### config.mk
export PLATFORM = sky130hd
export DESIGN_NAME = color_fill_sequencer
export DESIGN_NICKNAME = d
export VERILOG_FILES = /design/src/rtl/life_game_pkg.sv /design/src/rtl/cell_index_counter.sv /design/src/rtl/color_fill_sequencer.sv
export SDC_FILE = /design/constraint.sdc
export NUM_CORES = 1
export LEC_CHECK = 0
export CORE_MARGIN = 2
export CORE_UTILIZATION = 30
export DETAILED_ROUTE_END_ITERATION = 10
export SYNTH_ARGS = -nofsm -noshare
export SYNTH_HDL_FRONTEND = slang
export SYNTH_HIERARCHICAL = 1
export SYNTH_SLANG_ARGS = --single-unit
### constraint.sdc
create_clock -name clk -period 5.13 [get_ports clk]
set_input_delay 0.7695 -clock clk [delete_from_list [all_inputs] [get_ports clk]]
set_output_delay 0.7695 -clock clk [all_outputs]
set_load 0.01 [all_outputs]
### src/rtl/life_game_pkg.sv
// Shared grid constants and the frame-fill FSM state type.
package life_game_pkg;

    localparam int GRID_COLS = 32;
    localparam int GRID_ROWS = 24;
    localparam int X_W       = 5;
    localparam int Y_W       = 5;
    localparam int COLOR_W   = 8;
    localparam int ADDR_W    = X_W + Y_W;

    typedef enum logic [1:0] {
        IDLE,
        ISSUE,
        WRITE,
        DONE
    } fill_state_t;

endpackage

### src/rtl/cell_index_counter.sv
// Raster-order x/y cell counter with column wrap and a last-cell flag.
module cell_index_counter #(
    parameter int COLS = 32,
    parameter int ROWS = 24,
    parameter int X_W  = 5,
    parameter int Y_W  = 5
) (
    input  logic           clk,
    input  logic           reset,
    input  logic           clear,
    input  logic           advance,
    output logic [X_W-1:0] x,
    output logic [Y_W-1:0] y,
    output logic           last
);

    localparam logic [X_W-1:0] X_LAST = X_W'(COLS - 1);
    localparam logic [Y_W-1:0] Y_LAST = Y_W'(ROWS - 1);

    assign last = (x == X_LAST) && (y == Y_LAST);

    always_ff @(posedge clk) begin
        if (reset || clear) begin
            x <= '0;
            y <= '0;
        end else if (advance) begin
            if (x == X_LAST) begin
                x <= '0;
                y <= (y == Y_LAST) ? '0 : y + 1'b1;
            end else begin
                x <= x + 1'b1;
            end
        end
    end

endmodule

### src/rtl/color_fill_sequencer.sv
// Walks the cell grid once per start, fetching each cell's color and writing it to the frame buffer.
module color_fill_sequencer
    import life_game_pkg::*;
#(
    parameter int GRID_COLS = life_game_pkg::GRID_COLS,
    parameter int GRID_ROWS = life_game_pkg::GRID_ROWS,
    parameter int X_W       = life_game_pkg::X_W,
    parameter int Y_W       = life_game_pkg::Y_W,
    parameter int COLOR_W   = life_game_pkg::COLOR_W
) (
    input  logic               clk,
    input  logic               reset,
    input  logic               start,
    input  logic               abort,
    output logic [X_W-1:0]     x_index,
    output logic [Y_W-1:0]     y_index,
    input  logic [COLOR_W-1:0] color,
    output logic               wr_en,
    output logic [X_W+Y_W-1:0] wr_addr,
    output logic [COLOR_W-1:0] wr_data,
    input  logic               wr_ready,
    output logic               busy,
    output logic               done
);

    fill_state_t state, state_next;
    logic        idx_clear;
    logic        idx_advance;
    logic        idx_last;
    logic        load;

    cell_index_counter #(
        .COLS (GRID_COLS),
        .ROWS (GRID_ROWS),
        .X_W  (X_W),
        .Y_W  (Y_W)
    ) u_index (
        .clk     (clk),
        .reset   (reset),
        .clear   (idx_clear),
        .advance (idx_advance),
        .x       (x_index),
        .y       (y_index),
        .last    (idx_last)
    );

    always_ff @(posedge clk) begin
        if (reset) begin
            state <= IDLE;
        end else begin
            state <= state_next;
        end
    end

    always_comb begin
        state_next  = state;
        idx_clear   = 1'b0;
        idx_advance = 1'b0;
        load        = 1'b0;
        case (state)
            IDLE: begin
                if (start && !abort) begin
                    state_next = ISSUE;
                end
            end
            ISSUE: begin
                load       = 1'b1;
                state_next = WRITE;
            end
            WRITE: begin
                if (wr_ready) begin
                    if (idx_last) begin
                        state_next = DONE;
                    end else begin
                        idx_advance = 1'b1;
                        state_next  = ISSUE;
                    end
                end
            end
            DONE: begin
                idx_clear  = 1'b1;
                state_next = IDLE;
            end
            default: state_next = IDLE;
        endcase
        // Abort wins over everything the current state wanted to do.
        if (abort && state != IDLE) begin
            state_next  = IDLE;
            idx_clear   = 1'b1;
            idx_advance = 1'b0;
            load        = 1'b0;
        end
    end

    always_ff @(posedge clk) begin
        if (reset) begin
            wr_addr <= '0;
            wr_data <= '0;
        end else if (load) begin
            wr_addr <= {y_index, x_index};
            wr_data <= color;
        end
    end

    assign wr_en = (state == WRITE);
    assign busy  = (state != IDLE);
    assign done  = (state == DONE);

endmodule
==> impl_metrics.py <==
metrics = {
    "die": {
        "die_area_um2": 4770,
        "core_area_um2": 4030,
        "fp.dieH_um": 69.1,
        "start_util_pct": 31.5,
        "rows": 23,
        "ios": 44,
        "dieWidth_um": 69.1,
    },
    "critical_path": {
        "cp_slowest_cell": "nor3b_1",
        "worstPathMaxFanout": 9,
        "criticalPathCategory": "flop to flop",
        "crit_chain": "ha_1 -> and3_1 -> ha_1 -> and2_2 -> nand2b_1 -> nor3b_1 -> nand2_2 -> or4b_1 -> a21oi_1",
        "crit_path_start_kind": "flop",
        "worstSetupEndpointType": "flop",
        "cp_common_cell": "ha_1",
        "required_ns": 5.33,
        "slowest_delay_ns": 0.88,
        "cp_data_arrival_time_ns": 3.41,
    },
    "detailed_routing": {
        "drc": 0,
        "vias_per_cell": 4.79,
        "wl_per_cell_um": 12.8,
        "antenna_left": 0,
        "num_vias": 1144,
        "routed_wl_mm": 3.06,
        "drtIter0Drc": 26,
        "firstDrtPassIters": 4,
    },
    "power": {
        "irDropWorstVdd_mv": 0.120,
        "p_leak_nw": 0.610,
        "powerDensity_nw_per_um2": 253,
    },
    "clock_network": {
        "cts_buffer_depth": 2,
        "root_buffer": "clkbuf_8",
        "cts_tree": "done",
        "cts_resized": 0,
        "clock_sinks": 30,
        "cts.clk_slew.worst_paths_ns": 0.06,
        "cts_htree_levels": 2,
        "cts_buffers": 5,
        "cts_setup_buffers": 0,
        "hold_buffers": 0,
        "clk_latency_ns": 0.27,
    },
    "timing": {
        "fmax_ghz": 0.312,
        "tns_ns": 0,
        "slew_viol_final": 0,
        "hold_violations": 0,
        "fin_ws_ns": 1.93,
        "layout_min_cycle_time_ns": 3.20,
        "fin_skew_ns": 0.00143,
        "setup_viol": 0,
        "slew_headroom_pct": 27.4,
        "fin_crit_sh_pct": 62.5,
        "tightest_slew_ns": 1.09,
        "rsz0062_at_grt": "no",
    },
    "global_route": {
        "grt_pass1_wl_mm": 5.16,
        "antenna_found_initial": 0,
        "grt_max_degree": 22,
        "globalRouteOverflowTotal": 0,
        "grt_pass1_vias": 1128,
        "track_usage_pct": 13.1,
    },
    "run_status": {
        "status": "finished, final reports clean",
    },
    "cells_and_area": {
        "final_common_cell": "clkdlybuf4s50_1",
        "fillCellCount": 415,
        "drive_above_1_share_pct": 6.88,
        "mostFrequentLayoutCells": "clkdlybuf4s50_1, nand2_1, dfxtp_1",
        "fin_area_um2": 1790,
        "finalNonFillerCells": 239,
        "nets": 205,
        "n_antenna_cell": 0,
        "syn_to_final_growth_pct": 41.0,
    },
    "place": {
        "dp_cells": 231,
        "gp_congestion": 0.802,
        "dpl.hpwl_mm": 2.22,
        "placed_area_um2": 1700,
        "dp_slack_ns": 1.92,
        "port_buffers": 43,
    },
    "yosys": {
        "ys.flop_type": "dfxtp_1",
        "synth_edf_count": 0,
        "yosysWarningCount": 6,
        "synthCells": 146,
        "synth_seq_cells": 30,
        "syn_area_per_cell_um2": 8.70,
        "yosysSeqAreaShare_pct": 47.3,
        "syn_nets": 163,
        "syn_area_um2": 1270,
        "async_flop_share_pct": 0,
        "synthDistinctLibCells": 34,
    },
    "min_path": {
        "hold_path.class": "flop to flop",
    },
    "job": {
        "maxCapViolCount": 0,
    },
}
## state kept, by name (all words and copies together) (netlist names)
register   count
u_index/x      5
u_index/y      5
state          2
wr_addr       10
wr_data        8
## worst max-delay path: cells and delay by family, from the launching register on
family | cells | cell delay, ns
adder cells (fa/ha/maj) | 2 | 0.44
AND/OR/NAND/NOR | 6 | 2.18
AO/OA/AOI/OAI | 1 | 0.14
flip-flops | 1 | 0.38
## final timing paths
check | slack [ns] | from | endpoint | cells past startpoint
max | 1.93 | u_index/x[1] | u_index/y[4] | 9
min | 0.46 | wr_data[3] | wr_data[3] | 2
max reg2reg | 1.93 | u_index/x[1] | u_index/y[4] | 9
min reg2reg | 0.46 | wr_data[3] | wr_data[3] | 2
## per-stage QoR
stage / hold WS (ns) / total power [mW] / util, %
final: 0.456 / 0.452 / 44.4
after global routing: 0.477 / 0.474 / 44.4
after CTS: 0.459 / 0.461 / 44.4
after detailed placement: 0.450 / 0.268 / 42.2
after global placement: 0.443 / 0.268 / 42.2
after floorplan: 0.481 / 0.254 / -
## synth_stat cells (2+ instances only)
library cell | instances | area [µm²]
dfxtp_1 | 30 | 601
ha_1 | 4 | 50.1
buf_4 | 2 | 15.0
or2_2 | 2 | 12.5
nand3_1 | 4 | 20.0
nor2_1 | 3 | 11.3
clkbuf_1 | 3 | 11.3
mux2i_1 | 3 | 30.0
nor3b_1 | 3 | 22.5
a21oi_1 | 24 | 120
o21ai_0 | 3 | 15.0
buf_6 | 2 | 22.5
xor2_1 | 2 | 17.5
or4_1 | 2 | 15.0
nand2_1 | 40 | 150
## layer usage
| metal | track usage [%] | part of all wire [%] | vias to the layer above |
|---|---|---|---|
| met5 | 0 | 0 | - |
| met4 | 4.36 | 0.62 | 0 |
| met3 | 3.80 | 5.2 | 2 |
| met2 | 22.2 | 49 | 35 |
| met1 | 15.9 | 45 | 529 |
| li1 | - | - | 578 |
## logic make-up (layout without fill, tap and decap cells)
group,after synthesis,count (layout),synth area share [%]
DFF,30,30,47.3
xor gates and xnor gates,3,3,2.07
buffers and inverters,9,52,5.32
muxes,3,3,2.36
adders and majority gates,5,5,4.73
and+or+nand+nor,68,68,27.1
AOI/OAI and AO/OA,28,28,11.1
## cell type report
type,instances,area [µm²],share of cell area (%)
repair buffers,43,430,24.0
well taps,50,62.6,3.49
inverters,1,3.75,0.210
clock buffers,7,86.3,4.82
flip-flops and latches,30,601,33.5
multi-input cells,107,602,33.6
clock inverters,1,5.00,0.280
## power breakdown
part	leakage, nW	total, mW	switching [mW]	internal (mW)
Combinational	0.320	0.0264	0.0119	0.0145
Sequential	0.242	0.236	0.00160	0.235
Clock	0.0482	0.189	0.0815	0.108
(Power assumes the default switching activity.)
